## src/rtl/clock_pkg.sv

```systemverilog
// Shared BCD types and helpers for the modulo-N BCD counter.
package clock_pkg;

  // One decimal digit held in BCD.
  typedef logic [3:0] bcd_t;

  // Largest legal value of a BCD digit.
  localparam bcd_t BCD_MAX = 4'd9;

  // Splits a binary value 0..99 into {tens, units} BCD digits.
  function automatic logic [7:0] bin_to_bcd(input int unsigned value);
    bcd_t tens;
    bcd_t units;
    tens  = 4'(value / 10);
    units = 4'(value % 10);
    return {tens, units};
  endfunction

endpackage

```

## src/rtl/bcd_digit.sv

```systemverilog
// One BCD decade: load / count up / count down / hold.
// Counting up wraps from wrap_max to 0; counting down wraps from 0 to 9.
// at_max / at_zero are unqualified state flags the parent uses to chain
// decades and to detect the overall modulus boundary.
module bcd_digit
  import clock_pkg::*;
#(
  parameter bcd_t RESET_DIGIT = 4'd0
) (
  input  logic ck,
  input  logic rst,
  input  logic inc,
  input  logic dec,
  input  logic load,
  input  bcd_t load_d,
  input  bcd_t wrap_max,
  output bcd_t q,
  output logic at_max,
  output logic at_zero
);

  assign at_max  = (q == wrap_max);
  assign at_zero = (q == 4'd0);

  // Digit register: load wins over inc, inc over dec, otherwise hold.
  always_ff @(posedge ck or posedge rst) begin
    if (rst) begin
      q <= RESET_DIGIT;
    end else if (load) begin
      q <= load_d;
    end else if (inc) begin
      q <= at_max ? 4'd0 : q + 4'd1;
    end else if (dec) begin
      q <= at_zero ? BCD_MAX : q - 4'd1;
    end
  end

endmodule

```

## src/rtl/bcd_mod_counter.sv

```systemverilog
// Two-digit BCD counter counting modulo MODULUS (2..100).
// Per cycle: load > exactly-one-of(inc, dec) > hold. inc and dec are
// single-cycle requests sampled on the rising edge; there is no ready,
// every request is consumed on the edge that samples it.
// carry_out / borrow_out are combinational so a following stage can take
// them directly as its inc / dec in the same cycle.
module bcd_mod_counter
  import clock_pkg::*;
#(
  parameter int MODULUS   = 60,
  parameter int RESET_VAL = 0
) (
  input  logic       ck,
  input  logic       rst,
  input  logic       inc,
  input  logic       dec,
  input  logic       load,
  input  logic [3:0] load_d0,
  input  logic [3:0] load_d1,
  output logic [3:0] display0,
  output logic [3:0] display1,
  output logic       carry_out,
  output logic       borrow_out,
  output logic       load_err
);

  if (MODULUS < 2 || MODULUS > 100) begin : g_bad_modulus
    $error("bcd_mod_counter: MODULUS %0d outside 2..100", MODULUS);
  end
  if (RESET_VAL < 0 || RESET_VAL > MODULUS - 1) begin : g_bad_reset_val
    $error("bcd_mod_counter: RESET_VAL %0d outside 0..MODULUS-1", RESET_VAL);
  end

  localparam logic [7:0] MAX_BCD = bin_to_bcd(MODULUS - 1);
  localparam logic [7:0] RST_BCD = bin_to_bcd(RESET_VAL);
  localparam bcd_t       MAX_D1  = MAX_BCD[7:4];
  localparam bcd_t       MAX_D0  = MAX_BCD[3:0];
  localparam bcd_t       RST_D1  = RST_BCD[7:4];
  localparam bcd_t       RST_D0  = RST_BCD[3:0];

  logic [7:0] load_bin;
  logic       load_ok;
  logic       step_up;
  logic       step_dn;
  logic       wrap_dn;
  logic       at_max;
  logic       at_zero;
  logic       u_top;
  logic       u_zero;
  logic       t_top;
  logic       t_zero;
  bcd_t       u_wrap;

  // Loaded value in binary; digits up to 0xF keep this below 256.
  assign load_bin = 8'(load_d1) * 8'd10 + 8'(load_d0);
  assign load_ok  = load && (load_d0 <= BCD_MAX) && (load_d1 <= BCD_MAX)
                    && (load_bin < 8'(MODULUS));

  assign step_up = ~load & inc & ~dec;
  assign step_dn = ~load & dec & ~inc;

  assign at_max  = u_top & t_top;
  assign at_zero = u_zero & t_zero;

  // Going below zero cannot be expressed as a per-digit wrap (the units
  // digit would land on 9), so it is done as a load of MODULUS-1.
  assign wrap_dn = step_dn & at_zero;

  // Units digit wraps at 9, except in the top decade where it wraps at
  // the units digit of MODULUS-1 so the whole count rolls over to 00.
  assign u_wrap = t_top ? MAX_D0 : BCD_MAX;

  bcd_digit #(.RESET_DIGIT(RST_D0)) u_units (
    .ck       (ck),
    .rst      (rst),
    .inc      (step_up),
    .dec      (step_dn),
    .load     (load_ok | wrap_dn),
    .load_d   (load_ok ? load_d0 : MAX_D0),
    .wrap_max (u_wrap),
    .q        (display0),
    .at_max   (u_top),
    .at_zero  (u_zero)
  );

  bcd_digit #(.RESET_DIGIT(RST_D1)) u_tens (
    .ck       (ck),
    .rst      (rst),
    .inc      (step_up & u_top),
    .dec      (step_dn & u_zero),
    .load     (load_ok | wrap_dn),
    .load_d   (load_ok ? load_d1 : MAX_D1),
    .wrap_max (MAX_D1),
    .q        (display1),
    .at_max   (t_top),
    .at_zero  (t_zero)
  );

  assign carry_out  = step_up & at_max & ~rst;
  assign borrow_out = wrap_dn & ~rst;

  // One-cycle flag for a load request whose digits or value were illegal.
  always_ff @(posedge ck or posedge rst) begin
    if (rst) begin
      load_err <= 1'b0;
    end else begin
      load_err <= load & ~load_ok;
    end
  end

endmodule
```

## config.mk

```make
export PLATFORM = sky130hd
export DESIGN_NAME = bcd_mod_counter
export DESIGN_NICKNAME = d
export VERILOG_FILES = /design/src/rtl/clock_pkg.sv /design/src/rtl/bcd_digit.sv /design/src/rtl/bcd_mod_counter.sv
export SDC_FILE = /design/constraint.sdc
export NUM_CORES = 1
export LEC_CHECK = 0
export CAP_MARGIN = 20
export CORE_MARGIN = 2
export CORE_UTILIZATION = 30
export DETAILED_ROUTE_END_ITERATION = 8
export PLACE_DENSITY = 0.52
export SLEW_MARGIN = 20
export SYNTH_ARGS = -nofsm -noshare
export SYNTH_HDL_FRONTEND = slang
export SYNTH_SLANG_ARGS = --single-unit
```

## constraint.sdc

```tcl
create_clock -name ck -period 3.2 [get_ports ck]
set_input_delay 0.64 -clock ck [delete_from_list [all_inputs] [get_ports ck]]
set_output_delay 0.64 -clock ck [all_outputs]
set_load 0.02 [all_outputs]
```

==> impl_metrics.csv <==
group,metric,value,unit
outcome,status,"finished, final reports clean",
power_and_ir_drop,irDropWorstVdd,0.171,mV
sta,holdWs,0.760,ns
critical_path,r2r_cells,5,
sta,clock-skew-final,0.00160,ns
drt,drt_iter0_markers,87,
critical_path,endpoint_kind,"flip-flop",
drt,via_count,1111,
synth,ys_seq_area_frac,0.188,
floorplanning,start_util,0.320,
synth,syn_area,1200,sq um
clock_network,numCtsBuffers,3,
final_layout,multiInputGateArea,922,sq um
clock_network,cts.sinks,9,
clock_network,h-tree-depth,1,
floorplanning,die_area,4520,sq um
final_layout,synthToLayoutAreaGrowth,41.2,%
critical_path,timing_worst_setup_path_type,"input pin to flip-flop",
synth,async_flop_share,1.00,
sta,period_minus_slack,3.08,ns
global_route,grt-ovfl-total,0,
final_layout,final_area,1690,sq um
final_layout,fillers,365,
critical_path,worstReg2RegEnd,"u_tens.q[2]",
floorplanning,die_h,67.2,um
critical_path,crit_start,"load_d1[3]",
place,dpl_cell_area,1570,sq um
critical_path,critPathRequiredTime,3.31,ns
global_route,grt_max_degree,15,
clock_network,cts_buffer_depth,2,
power_and_ir_drop,p_per_area,629,nW/um^2
synth,yosysWarningCount,0,
floorplanning,design.core.area,3740,sq um
critical_path,critical_path_arrival,3.19,ns
place,dp.cells,208,
global_route,grt_pass1_wl,5.10,mm
final_layout,fin_cells,216,
global_route,first_global_vias,1097,
final_layout,final_cell_mix,"clkdlybuf4s50_1 (17), buf_4 (17), dfrtp_1 (9)",
final_layout,fin_util,0.452,
critical_path,r2r_setup_slack,1.27,ns
place,port_buffers,23,
clock_network,clk_latency,0.23,ns
sta,fin_crit_sh,0.962,
place,hpwl,2.33,mm
drt,drc,0,
final_layout,nNetsFinal,190,
synth,synth_cell_types,57,
synth,synth_ff_type,"dfrtp_1",
synth,synth_edf_count,0,
final_layout,antenna_cells,0,
synth,synth-seq-cells,9,
sta,finalSetupViolCount,0,
flow_run,drv_cap,0,
critical_path,cp-start-kind,"input pin",
min_path,worstHoldPathType,"input pin to async pin",
clock_network,clockRootBuffer,"clkbuf_8",
drt,drt-vias-per-instance,5.14,
sta,hold_viol,0,
drt,finalWirelength,3.03,mm
place,gp_congestion,0.782,
drt,ant_nets,0,
clock_network,clk_pin_slew_worst_paths,0.04,ns
critical_path,critical_path.max_fanout,4,
floorplanning,ios,24,
synth,synthesis.nets,151,
floorplanning,die_w,67.2,um
synth,synthCells,130,
global_route,antenna_found_initial,0,
sta,rsz0062_at_grt,"false",
sta,maxSlewHeadroom,0.728,
power_and_ir_drop,leakagePower,0.758,nW
critical_path,timing.rr.start,"u_units.q[1]",
sta,worstMarginPinSlew,0.398,ns
sta,finalMaxSlewViolations,0,
floorplanning,rows,22,
final_layout,layout-drive-gt1-share,0.274,
drt,wl_per_cell,14.0,um
global_route,track_usage,0.149,
drt,firstDrtPassIters,4,
synth,synth.avg_cell_area,9.22,sq um
sta,fmax,325,MHz
final_layout,register_area,225,sq um
clock_network,cts_tree,"yes",
-- state kept, by name, summed over array words and instances, names as in the netlist --
signal / cells
u_units.q: 4
u_tens.q: 4
load_err: 1
-- repair_timing --
| item | CTS | global route |
|---|---|---|
| hold buffers | 0 | 0 |
| setup buffers | 3 | 0 |
| pin swaps | 5 | 3 |
| gates resized for setup | 10 | 1 |
| setup endpoints to repair | 9 | 9 |
| gates cloned | 1 | 0 |
-- layout make-up --
| cell class | count | area share |
|---|---|---|
| Clock buffer | 4 | 0.0266 |
| Inverter | 6 | 0.0133 |
| Multi-Input combinational cell | 106 | 0.545 |
| Sequential cell | 9 | 0.133 |
| Tap cell | 48 | 0.0355 |
| Timing Repair Buffer | 43 | 0.247 |
-- per-stage QoR --
| stage | TNS, ns | power (mW) | worst slack (ns) |
|---|---|---|---|
| after floorplan | 0 | 0.720 | 0.279 |
| after global placement | -1.50 | 0.910 | -0.187 |
| after detailed placement | -2.13 | 0.917 | -0.262 |
| after CTS | 0 | 1.07 | 0.0768 |
| after global routing | 0 | 1.14 | 0.00372 |
| final | 0 | 1.07 | 0.123 |
-- worst max path at each step --
stage / to
final: u_tens.q[3]
after global placement: u_units.q[0]
after floorplan: u_tens.q[0]
after detailed placement: u_tens.q[0]
after CTS: u_tens.q[3]
after global routing: u_tens.q[3]
-- power breakdown --
| part | switching (mW) | total, mW | internal [mW] |
|---|---|---|---|
| sequential | 0.133 | 0.294 | 0.161 |
| combinational | 0.277 | 0.643 | 0.367 |
| clock | 0.0416 | 0.128 | 0.0865 |
| total | 0.451 | 1.07 | 0.614 |
-- kinds of logic after synthesis --
logic type | Yosys count | share of synthesized area
AND/OR/NAND/NOR | 48 | 0.268
buffers and inverters | 15 | 0.0595
multiplexers | 10 | 0.120
AO/OA/AOI/OAI | 32 | 0.198
flip-flops | 9 | 0.188
XOR/XNOR | 8 | 0.0699
adder cells (fa/ha/maj) | 8 | 0.0960
-- routing by layer --
layer  vias to the layer above  GRT usage  part of all wire
li1                        556          -                 -
met2                        30      0.264              0.50
met1                       521      0.174              0.44
met3                         4     0.0300             0.042
met5                         -          0                 0
met4                         0     0.0612             0.015
-- worst max-delay path, cell delays in order --
cell and delay, ns:
dlygate4sd2_1 0.27, ha_4 0.25, ha_2 0.19, fa_2 0.59, buf_4 0.13, xnor2_1 0.07, a221oi_1 0.24, buf_4 0.17
o211ai_4 0.08, bufbuf_16 0.28, mux2_4 0.28
-- cell usage after synthesis (2+ instances only) --
library cell / number / area share
nor2_1: 6 / 0.019
nand3_1: 4 / 0.017
nand2_1: 8 / 0.025
xnor2_1: 4 / 0.029
ha_1: 6 / 0.063
dfrtp_1: 9 / 0.19
a21oi_1: 3 / 0.013
mux2_4: 8 / 0.10
a31oi_1: 3 / 0.016
fa_1: 2 / 0.033
inv_1: 6 / 0.019
xor2_1: 3 / 0.022
nor3_1: 3 / 0.013
nor2b_1: 3 / 0.016
clkbuf_1: 3 / 0.0094
o21ai_0: 8 / 0.033
a21o_1: 2 / 0.013
o211ai_1: 2 / 0.013
nor3b_4: 2 / 0.031
nand2b_1: 5 / 0.026
and2_1: 2 / 0.010
buf_2: 3 / 0.013
(Power assumes the default switching activity.)
==> variant (same flow settings) <==
Add an input register stage for `inc`, `dec`, `load`, `load_d0` and `load_d1`, with the module's reset; this delays them by one clock. Comments in the files are not updated.
--- a/src/rtl/bcd_mod_counter.sv
+++ b/src/rtl/bcd_mod_counter.sv
@@ -23,6 +23,28 @@
   output logic       borrow_out,
   output logic       load_err
 );
+
+  logic inc_q;
+  logic dec_q;
+  logic load_q;
+  logic [3:0] load_d0_q;
+  logic [3:0] load_d1_q;
+
+  always_ff @(posedge ck or posedge rst) begin
+    if (rst) begin
+      inc_q     <= '0;
+      dec_q     <= '0;
+      load_q    <= '0;
+      load_d0_q <= '0;
+      load_d1_q <= '0;
+    end else begin
+      inc_q     <= inc;
+      dec_q     <= dec;
+      load_q    <= load;
+      load_d0_q <= load_d0;
+      load_d1_q <= load_d1;
+    end
+  end
 
   if (MODULUS < 2 || MODULUS > 100) begin : g_bad_modulus
     $error("bcd_mod_counter: MODULUS %0d outside 2..100", MODULUS);
@@ -52,12 +74,12 @@
   bcd_t       u_wrap;
 
   // Loaded value in binary; digits up to 0xF keep this below 256.
-  assign load_bin = 8'(load_d1) * 8'd10 + 8'(load_d0);
-  assign load_ok  = load && (load_d0 <= BCD_MAX) && (load_d1 <= BCD_MAX)
+  assign load_bin = 8'(load_d1_q) * 8'd10 + 8'(load_d0_q);
+  assign load_ok  = load_q && (load_d0_q <= BCD_MAX) && (load_d1_q <= BCD_MAX)
                     && (load_bin < 8'(MODULUS));
 
-  assign step_up = ~load & inc & ~dec;
-  assign step_dn = ~load & dec & ~inc;
+  assign step_up = ~load_q & inc_q & ~dec_q;
+  assign step_dn = ~load_q & dec_q & ~inc_q;
 
   assign at_max  = u_top & t_top;
   assign at_zero = u_zero & t_zero;
@@ -76,7 +98,7 @@
     .inc      (step_up),
     .dec      (step_dn),
     .load     (load_ok | wrap_dn),
-    .load_d   (load_ok ? load_d0 : MAX_D0),
+    .load_d   (load_ok ? load_d0_q : MAX_D0),
     .wrap_max (u_wrap),
     .q        (display0),
     .at_max   (u_top),
@@ -89,7 +111,7 @@
     .inc      (step_up & u_top),
     .dec      (step_dn & u_zero),
     .load     (load_ok | wrap_dn),
-    .load_d   (load_ok ? load_d1 : MAX_D1),
+    .load_d   (load_ok ? load_d1_q : MAX_D1),
     .wrap_max (MAX_D1),
     .q        (display1),
     .at_max   (t_top),
@@ -104,7 +126,7 @@
     if (rst) begin
       load_err <= 1'b0;
     end else begin
-      load_err <= load & ~load_ok;
+      load_err <= load_q & ~load_ok;
     end
   end
 
Function: changed (a bounded check fails within 4 cycles, from zero or initial values and one cycle with rst high).
==> variant against the original RTL <==
First-iteration DRC count fell by 32%; non-clock buffer count down 18; register-to-register slack got worse by 0.98 ns; area after synthesis is 17% higher; global-route usage is 2.0 points lower; final area is 3.4% higher; worst setup slack better by 0.17 ns; wire length increased by 2.4%; critical path depth down 3; cell count is 0.93% lower; sequential share of layout area grew 15 points; power up 19%; sequential cell count rose by 11; worst hold slack got worse by 0.27 ns; largest power group unchanged; highest routed layer unchanged.
==> variant: results (changes against the original RTL) <==
[power_and_ir_drop]
ir_drop_mv=0.362  ; was 0.171 mV
combPwrFrac_pct=44.1  ; was 60.4%
clockPowerShare_pct=19.5  ; was 12.0%
powerClk_uw=247  ; was 128 µW
cellLeakagePower_nw=0.697  ; was 0.758 nW

[synth]
avgSynthCellArea_um2=9.95  ; was 9.22 µm²
synth_area_leaders=dfrtp_1 36%, ha_1 5.4%, fa_1 2.9%  ; was dfrtp_1 19%, mux2_4 10%, ha_1 6.3%
synthMuxAreaShare_pct=6.87  ; was 12.0%
synth_compound_area_share_pct=20.2  ; was 19.8%
synth_common_cells=20 x dfrtp_1, 8 x nor3_1, 6 x a21oi_1, 6 x ha_1, 6 x o21ai_0  ; was 9 x dfrtp_1, 8 x mux2_4, 8 x nand2_1, 8 x o21ai_0
yosysUniqueCellTypes=53  ; was 57
synth-adder-area-share_pct=8.21  ; was 9.60%
synth_xor_area_share_pct=3.12  ; was 6.99%
syn_nets=162  ; was 151
ys_seq_area_share_pct=35.7  ; was 18.8%

[clock_tree]
postCtsSetupRepairBufs=0  ; was 3
clkTransAtPathRegs_ns=0.07  ; was 0.04 ns
worstSkewPairLatency_ns=0.25  ; was 0.23 ns

[placed_design]
dpl-instance-area_um2=1670  ; was 1570 µm²
dp_hpwl_mm=2.41  ; was 2.33 mm
dp_slack_ns=0.327  ; was -0.262 ns
gp_congestion=0.865  ; was 0.782

[layout]
drive_gt1_share_pct=11.1  ; was 27.4%
fin_nets=184  ; was 190
nFillCells=431  ; was 365
final_cells=214  ; was 216

[global_routing]
grt_max_degree=21  ; was 15
grt_pass1_wl_mm=5.38  ; was 5.10 mm
grt_pass1_vias=1136  ; was 1097
grt_util_all_layers_pct=12.9  ; was 14.9%

[critical_path]
path_max_fanout=9  ; was 4
arrival_ns=3.05  ; was 3.19 ns
slowest_stage=fa_1  ; was fa_2
critical-path-max-stage-delay_ns=0.52  ; was 0.59 ns

[sta]
hold_violations=0  ; unchanged
worstMarginPinSlew_ns=0.711  ; was 0.398 ns
clock_skew_ns=0.00183  ; was 0.00160 ns

[status]
status=finished, final reports clean  ; unchanged

[routing]
vias=1182  ; was 1111
drtIter0Drc=59  ; was 87
wire_per_inst_um=14.5  ; was 14.0 µm

[hold_path]
hp-class=reg -> reg  ; was in -> async

[variant: layout make-up]
| class | count | area [µm²] | area share (%) |
|---|---|---|---|
| Sequential cell | 20 | 500 | 28.6 |
| Inverter | 4 | 15.0 | 0.858 |
| Tap cell | 52 | 65.1 | 3.72 |
| Clock buffer | 3 | 41.3 | 2.36 |
| Timing Repair Buffer | 25 | 248 | 14.2 |
| Multi-Input combinational cell | 109 | 851 | 48.6 |
| Clock inverter | 1 | 30.0 | 1.72 |
[variant: what timing repair did]
action,4_1_cts,5_1_grt
hold endpoints to repair,0,0
resized for setup,0,2
setup endpoints to repair,0,1
[variant: worst paths after layout]
check / startpoint / end / slack [ns] / cells after the start
worst max-delay path: load_d1_q[1]$_DFF_PP0_ / u_tens.q[2]$_DFFE_PP0P_ / 0.29 / 8
worst min-delay path: load_d0_q[0]$_DFF_PP0_ / u_units.q[0]$_DFFE_PP0P_ / 0.49 / 1
worst max register to register: load_d1_q[1]$_DFF_PP0_ / u_tens.q[2]$_DFFE_PP0P_ / 0.29 / 8
worst min register to register: load_d0_q[0]$_DFF_PP0_ / u_units.q[0]$_DFFE_PP0P_ / 0.49 / 1
max in group asynchronous: rst / u_units.q[1]$_DFFE_PP0P_ / 1.88 / 2
min in group asynchronous: rst / u_tens.q[3]$_DFFE_PP0P_ / 0.87 / 2
[variant: cells by family after synthesis]
logic type | count (synthesis)
AND/OR/NAND/NOR | 49
AO/OA/AOI/OAI | 39
flip-flops | 20
buffers and inverters | 12
multiplexers | 8
adder cells (fa/ha/maj) | 8
XOR/XNOR | 5
[variant: per-layer routing]
| metal | GRT usage (%) | part of all wire [%] |
|---|---|---|
| met5 | 0 | 0 |
| met4 | 3.91 | 1.4 |
| met3 | 2.22 | 5.7 |
| met2 | 21.0 | 46 |
| met1 | 17.6 | 46 |
